[src/rtl/alu_drv_pkg.sv]
// Shared types and timing helpers for the serial ALU host driver.
package alu_drv_pkg;

    typedef enum logic [3:0] {
        ALU_ADD = 4'd0,
        ALU_SUB = 4'd1,
        ALU_AND = 4'd2,
        ALU_OR  = 4'd3,
        ALU_XOR = 4'd4,
        ALU_NOT = 4'd5,
        ALU_SLA = 4'd6,
        ALU_SRA = 4'd7,
        ALU_SRL = 4'd8
    } alu_func_t;

    typedef enum logic [3:0] {
        IDLE, CLR, LD_AL, LD_AH, LD_BL, LD_BH, EX1, EX2, CAP_LO, DONE
    } state_t;

    localparam int PULSE_CYC_DEF = 1;
    localparam int GAP_CYC_DEF   = 2;

    function automatic int phase_cycles(input int pulse_cyc, input int gap_cyc);
        return pulse_cyc + gap_cyc;
    endfunction

    localparam int PHASE_CYC = phase_cycles(PULSE_CYC_DEF, GAP_CYC_DEF);

endpackage

[src/rtl/alu_host_driver_beat_timer.sv]
// Down-counter that times one beat phase: PULSE_CYC strobe cycles, then GAP_CYC quiet cycles.
module beat_timer
    import alu_drv_pkg::*;
#(
    parameter int PULSE_CYC = PULSE_CYC_DEF,
    parameter int GAP_CYC   = GAP_CYC_DEF
) (
    input  logic clk,
    input  logic reset,
    input  logic load,
    output logic pulse,
    output logic last
);

    localparam int PHASE = phase_cycles(PULSE_CYC, GAP_CYC);
    localparam int CW    = $clog2(PHASE + 1);
    localparam logic [CW-1:0] CNT_LOAD = CW'(PHASE - 1);
    localparam logic [CW-1:0] CNT_GAP  = CW'(GAP_CYC);

    logic [CW-1:0] cnt_reg;
    logic          run_reg;

    always_ff @(posedge clk or negedge reset) begin
        if (!reset) begin
            cnt_reg <= '0;
            run_reg <= 1'b0;
        end else if (load) begin
            cnt_reg <= CNT_LOAD;
            run_reg <= 1'b1;
        end else if (cnt_reg != '0) begin
            cnt_reg <= cnt_reg - CW'(1);
        end else begin
            run_reg <= 1'b0;
        end
    end

    // Count runs PHASE-1 down to 0; the top PULSE_CYC values are the strobe.
    assign pulse = run_reg && (cnt_reg >= CNT_GAP);
    assign last  = run_reg && (cnt_reg == '0);

endmodule

[src/rtl/alu_host_driver.sv]
// Sequences clear, four operand beats, two execute beats and a capture beat to the serial ALU.
module alu_host_driver
    import alu_drv_pkg::*;
#(
    parameter int PULSE_CYC = PULSE_CYC_DEF,
    parameter int GAP_CYC   = GAP_CYC_DEF
) (
    input  logic        clk,
    input  logic        reset,
    input  logic        start,
    input  logic [31:0] op_a,
    input  logic [31:0] op_b,
    input  logic [3:0]  func,
    output logic        busy,
    output logic        done,
    output logic [31:0] result,
    output logic [15:0] alu_in,
    output logic [3:0]  alu_func,
    output logic        alu_next,
    output logic        alu_clr,
    input  logic [15:0] alu_out
);

    state_t      state_reg, state_next;
    logic [31:0] a_reg, b_reg, result_reg;
    logic [3:0]  func_reg, alu_func_reg;
    logic        load, pulse, last;

    beat_timer #(
        .PULSE_CYC (PULSE_CYC),
        .GAP_CYC   (GAP_CYC)
    ) u_timer (
        .clk   (clk),
        .reset (reset),
        .load  (load),
        .pulse (pulse),
        .last  (last)
    );

    always_ff @(posedge clk or negedge reset) begin
        if (!reset) begin
            state_reg    <= IDLE;
            a_reg        <= '0;
            b_reg        <= '0;
            func_reg     <= '0;
            alu_func_reg <= '0;
            result_reg   <= '0;
        end else begin
            state_reg <= state_next;
            if (state_reg == IDLE && start) begin
                a_reg    <= op_a;
                b_reg    <= op_b;
                func_reg <= func;
            end
            if (state_reg == LD_BH && last)
                alu_func_reg <= func_reg;
            if (state_reg == EX2 && last)
                result_reg[15:0] <= alu_out;
            if (state_reg == CAP_LO && last)
                result_reg[31:16] <= alu_out;
        end
    end

    // Timer is reloaded on the cycle before each beat phase begins.
    always_comb begin
        state_next = state_reg;
        load       = 1'b0;
        case (state_reg)
            IDLE:   if (start) state_next = CLR;
            CLR:    begin state_next = LD_AL; load = 1'b1; end
            LD_AL:  if (last) begin state_next = LD_AH;  load = 1'b1; end
            LD_AH:  if (last) begin state_next = LD_BL;  load = 1'b1; end
            LD_BL:  if (last) begin state_next = LD_BH;  load = 1'b1; end
            LD_BH:  if (last) begin state_next = EX1;    load = 1'b1; end
            EX1:    if (last) begin state_next = EX2;    load = 1'b1; end
            EX2:    if (last) begin state_next = CAP_LO; load = 1'b1; end
            CAP_LO: if (last) state_next = DONE;
            DONE:   state_next = IDLE;
            default: state_next = IDLE;
        endcase
    end

    always_comb begin
        alu_in = '0;
        case (state_reg)
            CLR, LD_AL: alu_in = a_reg[15:0];
            LD_AH:      alu_in = a_reg[31:16];
            LD_BL:      alu_in = b_reg[15:0];
            LD_BH:      alu_in = b_reg[31:16];
            default:    alu_in = '0;
        endcase
    end

    assign alu_next = pulse;
    assign alu_clr  = !reset || (state_reg == CLR);
    assign alu_func = alu_func_reg;
    assign busy     = (state_reg != IDLE);
    assign done     = (state_reg == DONE);
    assign result   = result_reg;

endmodule

[config.mk]
export PLATFORM = sky130hd
export DESIGN_NAME = alu_host_driver
export DESIGN_NICKNAME = d
export VERILOG_FILES = /design/src/rtl/alu_drv_pkg.sv /design/src/rtl/alu_host_driver_beat_timer.sv /design/src/rtl/alu_host_driver.sv
export SDC_FILE = /design/constraint.sdc
export NUM_CORES = 1
export LEC_CHECK = 0
export ABC_AREA = 1
export CAP_MARGIN = 30
export CORE_AREA = 2 2 86 121
export DETAILED_ROUTE_END_ITERATION = 12
export DIE_AREA = 0 0 88 123
export GPL_TIMING_DRIVEN = 0
export PLACE_DENSITY = 0.9
export SKIP_LAST_GASP = 1
export SLEW_MARGIN = 20
export SYNTH_ARGS = -nofsm -noshare
export SYNTH_HDL_FRONTEND = slang
export SYNTH_SLANG_ARGS = --single-unit
[constraint.sdc]
create_clock -name clk -period 3.7 [get_ports clk]
set_input_delay 0.74 -clock clk [delete_from_list [all_inputs] [get_ports clk]]
set_output_delay 0.74 -clock clk [all_outputs]
set_load 0.005 [all_outputs]
==> results of run 1 <==
[synth_stat cells (4+ instances only)]
master,instances,area [um^2]
dfrtp_1,111,2780
buf_2,8,40.0
nand3_1,8,40.0
nor2_1,8,30.0
a21oi_2,4,35.0
nor2_4,4,45.0
nand4_1,19,119
nand2_1,187,702
inv_1,92,345
o21ai_0,45,225
clkbuf_1,10,37.5
o21a_1,16,120
buf_4,5,37.5
o21ai_1,42,210
[cells in the final DEF (no fill, tap or decap), drive strengths merged]
cell type        n
bufinv           1
inv             96
o211ai           1
a21oi            5
nand4           19
nand3           10
o21a            16
nor2            13
nor3             2
clkbuf          19
clkdlybuf4s50  141
nand2          189
o21ai           87
clkinvlp         2
clkinv           3
ha               2
buf             16
or2              1
dfrtp          111
[where the power goes]
| part | leakage [nW] | switching, mW | internal [mW] |
|---|---|---|---|
| logic | 1.74 | 0.0545 | 0.0887 |
| registers | 1.44 | 0 | 1.21 |
| clock network | 0.145 | 0.461 | 0.533 |
| total | 3.33 | 0.515 | 1.83 |
[metrics by stage]
step	util (%)	hold WS, ns	std cells	total power [mW]	instance area (um^2)
detailed placement	66.8	0.473	853	1.38	6510
CTS	70.0	0.329	869	2.36	6820
global route	70.0	0.347	869	2.42	6820
finish	70.0	0.316	869	2.35	6820
global placement	66.5	0.468	852	1.37	6480
floorplan	-	0.444	575	1.25	4890
[critical path, cell delays in order, from the launching register on]
cell             delay [ns]
dfrtp_1                0.49
nor2_4                 0.21
nand3_2                0.18
nand2_2                0.16
buf_2                  0.22
nand2_1                0.12
nand4_1                0.13
clkdlybuf4s50_1        0.52
[worst paths after layout]
check / slack, ns / cells after the start / start / end
max: 0.57 / 7 / state_reg[2]$_DFFE_PN0P_ / alu_in[6]
min: 0.32 / 1 / reset / u_timer.cnt_reg[0]$_DFFE_PN0P_
max reg2reg: 1.84 / 7 / u_timer.cnt_reg[1]$_DFFE_PN0P_ / result[11]$_DFFE_PN0P_
min in group clk: 0.49 / 2 / result[15]$_DFFE_PN0P_ / result[15]$_DFFE_PN0P_
min reg2reg: 0.49 / 2 / result[15]$_DFFE_PN0P_ / result[15]$_DFFE_PN0P_
max in group asynchronous: 2.73 / 2 / reset / b_reg[21]$_DFFE_PN0P_
[kinds of logic (layout without fill, tap and decap cells)]
group / Yosys count / in the layout
simple gates: 234 / 234
fa+ha+maj: 2 / 2
buf+inv: 119 / 278
compound gates: 109 / 109
flops: 111 / 111
[layer usage]
layer	wire, um	track usage (%)	up-vias
li1	-	-	2111
met1	5060	29.9	2116
met2	6900	44.8	223
met3	845	4.07	35
met4	456	13.2	0
met5	0	0	-
[area by class of cell]
class | instances | area, um^2 | share of cell area (%)
sequential | 111 | 2780 | 40.7
multi-input combinational | 345 | 1630 | 23.9
timing repair buffer | 143 | 1450 | 21.3
inverter | 95 | 357 | 5.23
clock buffer | 9 | 225 | 3.30
tap | 135 | 169 | 2.48
buffer | 24 | 126 | 1.85
clock inverter | 7 | 83.8 | 1.23
==> impl_metrics.sql, run 1 <==
INSERT INTO impl_metrics (metric_group, metric, value, unit) VALUES
('drt', 'first_pass_iters', '6', ''),
('clock_tree', 'cts_max_level', '3', ''),
('clock_tree', 'cts_post_setup_buffers_inserted', '0', ''),
('grt', 'grt_first_pass_wirelength', '21000', 'um'),
('power', 'worst_ir_drop_vdd', '252', 'uV'),
('grt', 'first_global_vias', '4525', ''),
('worst_setup_path', 'path_class', 'reg -> out', ''),
('final_layout', 'area.growth.synth_to_final', '39.4', '%'),
('logic_synthesis', 'synth-simple-area-share', '20.5', '%'),
('job', 'cap_viol_max_count', '0', ''),
('die', 'core-area', '0.00974', 'mm^2'),
('sta', 'max_slew_margin', '66.3', '%'),
('power', 'static_leakage', '3.33', 'nW'),
('grt', 'grt_max_degree', '66', ''),
('die', 'floorplan.die.height', '123', 'um'),
('logic_synthesis', 'synth.ff_latch_count', '111', ''),
('logic_synthesis', 'post_synth_inst_count', '575', ''),
('clock_tree', 'clock_tree_from_tritoncts', 'yes', ''),
('grt', 'gr-total-overflow', '0', ''),
('drt', 'via_count', '4485', ''),
('grt', 'groute.usage.overall', '25.6', '%'),
('logic_synthesis', 'synth_compound_gate_area_share', '12.3', '%'),
('power', 'power_per_cell_area', '345', 'mW/mm^2'),
('sta', 'grt_setup_unrepaired', 'no', ''),
('clock_tree', 'count_of_cells_resized_by_post_cts_repair', '0', ''),
('final_layout', 'n_antenna_cell', '0', ''),
('clock_tree', 'cts.root.buffer_cell', 'clkbuf_16', ''),
('drt', 'per_cell_via_count_in_the_routed_design', '5.16', ''),
('grt', 'antenna_found_initial', '0', ''),
('sta', 'setup_tns', '0', 'ns'),
('logic_synthesis', 'synthArstFlopShare', '100', '%'),
('sta', 'timing.fmax', '0.320', 'GHz'),
('logic_synthesis', 'synthesized_area_fraction_occupied_by_xor_and_xnor_cells', '0', '%'),
('clock_tree', 'ctsLongestPathBuffers', '2', ''),
('drt', 'antenna_left', '0', ''),
('status', 'outcome', 'finished, final reports clean', ''),
('clock_tree', 'numCtsBuffers', '9', ''),
('worst_setup_path', 'worst_ep_required_time', '2.96', 'ns'),
('clock_tree', 'insertion_delay_of_the_later_clocked_pin_in_the_worst_skew_pair', '0.35', 'ns'),
('logic_synthesis', 'synth_top_flop_cell', 'dfrtp_1', ''),
('sta', 'min_period_over_period', '84.5', '%'),
('logic_synthesis', 'synth_top_family_by_area', 'simple AND/OR/NAND/NOR gates', ''),
('logic_synthesis', 'synth-adder-area-share', '0.512', '%'),
('die', 'fp.dieW', '88', 'um'),
('sta', 'finalHoldViolations', '0', ''),
('sta', 'tightest_slew', '0.506', 'ns'),
('die', 'initial_utilization', '50.2', '%'),
('die', 'floorplan.rows', '43', ''),
('drt', 'detail_route.wl_per_cell', '15.3', 'um'),
('logic_synthesis', 'postSynthAreaPerCell', '8.50', 'um^2'),
('logic_synthesis', 'post_synth_instance_area', '0.00489', 'mm^2'),
('placed_design', 'finalWeightedCongestion', '0.942', ''),
('worst_setup_path', 'setup.worst_path.start_class', 'register', ''),
('clock_tree', 'cts_hold_buffers', '0', ''),
('die', 'dieArea', '0.0108', 'mm^2'),
('logic_synthesis', 'synth-edff-count', '0', ''),
('sta', 'post-route-min-period', '3.13', 'ns'),
('clock_tree', 'clkTransAtPathRegs', '0.07', 'ns'),
('sta', 'final_max_slew_viol_count', '0', ''),
('sta', 'finalClockSkew', '0.00785', 'ns'),
('final_layout', 'fillers', '720', ''),
('drt', 'route.detailed.drc', '0', ''),
('placed_design', 'io_buffer_count', '142', ''),
('final_layout', 'finalNetCount', '818', ''),
('drt', 'drt_first_iter_violations', '281', ''),
('hold_path', 'hold_path_class', 'in -> async', ''),
('logic_synthesis', 'yosys-mux-area-fraction', '0', '%'),
('logic_synthesis', 'post_synth_num_cell_types', '25', ''),
('logic_synthesis', 'synth-seq-area-share', '56.8', '%'),
('clock_tree', 'total_number_of_clock_tree_sinks', '111', ''),
('sta', 'setup_violations', '0', ''),
('worst_setup_path', 'crit_path_max_fanout', '10', ''),
('worst_setup_path', 'endpoint_kind_of_the_worst_setup_timing_path', 'output pin', ''),
('die', 'boundaryPins', '143', ''),
('placed_design', 'dp_worst_setup_slack', '0.970', 'ns'),
('logic_synthesis', 'synth_nets', '664', ''),
('placed_design', 'dp_hpwl', '10100', 'um'),
('logic_synthesis', 'yosys_warnings', '0', ''),
('drt', 'drt_wl_total', '13300', 'um'),
('final_layout', 'drive_gt1_share', '6.68', '%'),
('worst_setup_path', 'cp.arrival', '2.39', 'ns'),
('sta', 'fin_ws', '0.574', 'ns');
Power figures use the tool's default switching activity.
==> run 2, diff against run 1 <==
CORE_AREA = 2 2 94 132   (was 2 2 86 121)
DIE_AREA = 0 0 96 134   (was 0 0 88 123)
PLACE_DENSITY = 0.81   (was 0.9)
clock period = 2.8 ns   (was 3.7 ns; I/O delays follow)
==> impl_metrics.sql, run 2 (synthesis gave the netlist of run 1 again) <==
INSERT INTO impl_metrics (metric_group, metric, value, unit) VALUES
('status', 'outcome', 'finished, final reports clean', ''),
('sta', 'finalHoldViolations', '0', ''),
('placed_design', 'dp_hpwl', '10200', 'um'),
('final_layout', 'layout.cells.non_filler', '885', ''),
('clock_tree', 'total_number_of_clock_tree_sinks', '111', ''),
('placed_design', 'placed_cells', '865', ''),
('die', 'boundaryPins', '143', ''),
('clock_tree', 'clock_tree_from_tritoncts', 'yes', ''),
('power', 'p_sw', '0.651', 'mW'),
('worst_setup_path', 'path_class', 'reg -> out', ''),
('worst_setup_path', 'crit_path_cell_trace', 'nor2_4, buf_4, nand2_1, inv_4, nand2_1, nand4_1, clkdlybuf4s50_1', ''),
('sta', 'max_slew_margin', '64.8', '%'),
('clock_tree', 'clkTransAtPathRegs', '0.07', 'ns'),
('grt', 'antenna_found_initial', '0', ''),
('power', 'clkPwrFrac', '43.3', '%'),
('die', 'core-area', '0.0117', 'mm^2'),
('drt', 'antenna_left', '0', ''),
('sta', 'tightest_slew', '0.528', 'ns'),
('clock_tree', 'numCtsBuffers', '9', ''),
('power', 'power_per_cell_area', '456', 'mW/mm^2'),
('grt', 'gr-total-overflow', '0', ''),
('worst_setup_path', 'cp.arrival', '2.14', 'ns'),
('grt', 'grt_first_pass_wirelength', '21500', 'um'),
('drt', 'route.detailed.drc', '0', ''),
('final_layout', 'n_antenna_cell', '0', ''),
('sta', 'timing.fmax', '0.370', 'GHz'),
('final_layout', 'layout.cells.most_common_list', 'nand2_1 (187), clkdlybuf4s50_1 (141), dfrtp_1 (107), inv_1 (91), o21ai_0 (45)', ''),
('power', 'power_frac_comb', '5.9', '%'),
('final_layout', 'finalNetCount', '823', ''),
('die', 'floorplan.die.height', '134', 'um'),
('placed_design', 'finalWeightedCongestion', '0.889', ''),
('clock_tree', 'cts_max_level', '3', ''),
('worst_setup_path', 'critical-path-top-cell-by-count', 'nand2_1', ''),
('final_layout', 'final_core_utilization', '59.1', '%'),
('grt', 'first_global_vias', '4469', ''),
('power', 'report.power.total', '3.16', 'mW'),
('worst_setup_path', 'worst_ep_required_time', '2.24', 'ns'),
('worst_setup_path', 'setup.worst_path.start_class', 'register', ''),
('drt', 'drt_first_iter_violations', '213', ''),
('clock_tree', 'insertion_delay_of_the_later_clocked_pin_in_the_worst_skew_pair', '0.35', 'ns'),
('power', 'switching_share', '20.6', '%'),
('sta', 'setup_violations', '0', ''),
('die', 'fp.dieW', '96', 'um'),
('worst_setup_path', 'endpoint_kind_of_the_worst_setup_timing_path', 'output pin', ''),
('worst_setup_path', 'crit_path_max_fanout', '16', ''),
('sta', 'holdWs', '0.161', 'ns'),
('final_layout', 'mostFrequentLayoutCell', 'nand2_1', ''),
('power', 'worst_ir_drop_vdd', '296', 'uV'),
('placed_design', 'place_area', '0.00652', 'mm^2'),
('drt', 'per_cell_via_count_in_the_routed_design', '4.96', ''),
('final_layout', 'area.growth.synth_to_final', '41.4', '%'),
('grt', 'grt_max_degree', '59', ''),
('power', 'p_int', '2.50', 'mW'),
('die', 'floorplan.rows', '47', ''),
('placed_design', 'io_buffer_count', '142', ''),
('drt', 'drt_wl_total', '13200', 'um'),
('drt', 'via_count', '4391', ''),
('placed_design', 'dp_worst_setup_slack', '0.245', 'ns'),
('clock_tree', 'cts.root.buffer_cell', 'clkbuf_16', ''),
('power', 'register_share_of_total_power', '50.8', '%'),
('hold_path', 'hold_path_class', 'in -> async', ''),
('sta', 'post-route-min-period', '2.70', 'ns'),
('grt', 'groute.usage.overall', '21.9', '%'),
('sta', 'final_max_slew_viol_count', '0', ''),
('final_layout', 'layout.cell_area.non_filler', '0.00692', 'mm^2'),
('sta', 'fin_ws', '0.0963', 'ns'),
('job', 'cap_viol_max_count', '0', ''),
('die', 'dieArea', '0.0129', 'mm^2'),
('sta', 'finalClockSkew', '0.0114', 'ns'),
('power', 'static_leakage', '3.36', 'nW'),
('sta', 'min_period_over_period', '96.6', '%'),
('die', 'initial_utilization', '41.8', '%'),
('sta', 'setup_tns', '0', 'ns'),
('worst_setup_path', 'critical-path-max-stage-delay', '0.53', 'ns'),
('final_layout', 'drive_gt1_share', '7.86', '%'),
('drt', 'first_pass_iters', '5', ''),
('drt', 'detail_route.wl_per_cell', '14.9', 'um'),
('clock_tree', 'ctsLongestPathBuffers', '2', ''),
('worst_setup_path', 'worst_path_max_delay_cell', 'clkdlybuf4s50_1', '');
==> run 2: cell count changes in the layout (fill, tap and decap cells not counted), moves of 3 or more <==
cell,previous run,this run
dfrtp_1,111,107
buf_2,8,5
dfrtp_2,0,4
buf_4,5,12
==> run 2: metal layers <==
layer  track usage, %  vias up  share of wire (%)
met5                0        -                  0
met4             7.94        0                2.5
met3             5.17       24                7.5
met2             37.8      207                 51
met1             26.0     2057                 39
li1                 -     2103                  -
==> run 2: path summary, 6_finish.rpt <==
check | slack, ns | end | start | depth (start not counted)
worst max-delay path | 0.1 | alu_in[7] | state_reg[3]$_DFFE_PN0P_ | 7
worst min-delay path | 0.16 | result[13]$_DFFE_PN0P_ | reset | 1
worst max register to register | 0.93 | result[11]$_DFFE_PN0P_ | u_timer.cnt_reg[0]$_DFFE_PN0P_ | 7
worst min register to register | 0.49 | b_reg[21]$_DFFE_PN0P_ | b_reg[21]$_DFFE_PN0P_ | 2
max in group asynchronous | 1.99 | b_reg[19]$_DFFE_PN0P_ | reset | 2
min in group clk | 0.49 | b_reg[21]$_DFFE_PN0P_ | b_reg[21]$_DFFE_PN0P_ | 2
==> run 2: power groups by stage <==
stage / sequential [mW] / clock (mW) / combinational (mW)
floorplan: 1.63 / 0 / 0.0220
global placement: 1.63 / 0 / 0.183
detailed placement: 1.63 / 0 / 0.189
CTS: 1.60 / 1.39 / 0.190
global route: 1.60 / 1.45 / 0.207
finish: 1.60 / 1.37 / 0.187
==> run 2: area by class of cell <==
class                   count  area (um^2)
clock buffers               9          225
well taps                 147          184
inverters                  95          359
flip-flops and latches    111         2780
multi-input cells         345         1650
clock inverters             6         92.6
fillers                   997         4790
plain buffers              22          123
repair buffers            150         1500
==> run 2: worst max-delay path: cells and delay by family (launching register included) <==
family / cells / cell delay [ns]
buf+inv: 3 / 0.84
flops: 1 / 0.45
simple gates: 4 / 0.49
==> run 2: timing repair <==
| action | in CTS | in global routing |
|---|---|---|
| setup endpoints to repair | 12 | 16 |
| hold buffers | 0 | 0 |
| resized for setup | 5 | 7 |
| pin swaps | 3 | 3 |
| setup buffers | 5 | 2 |
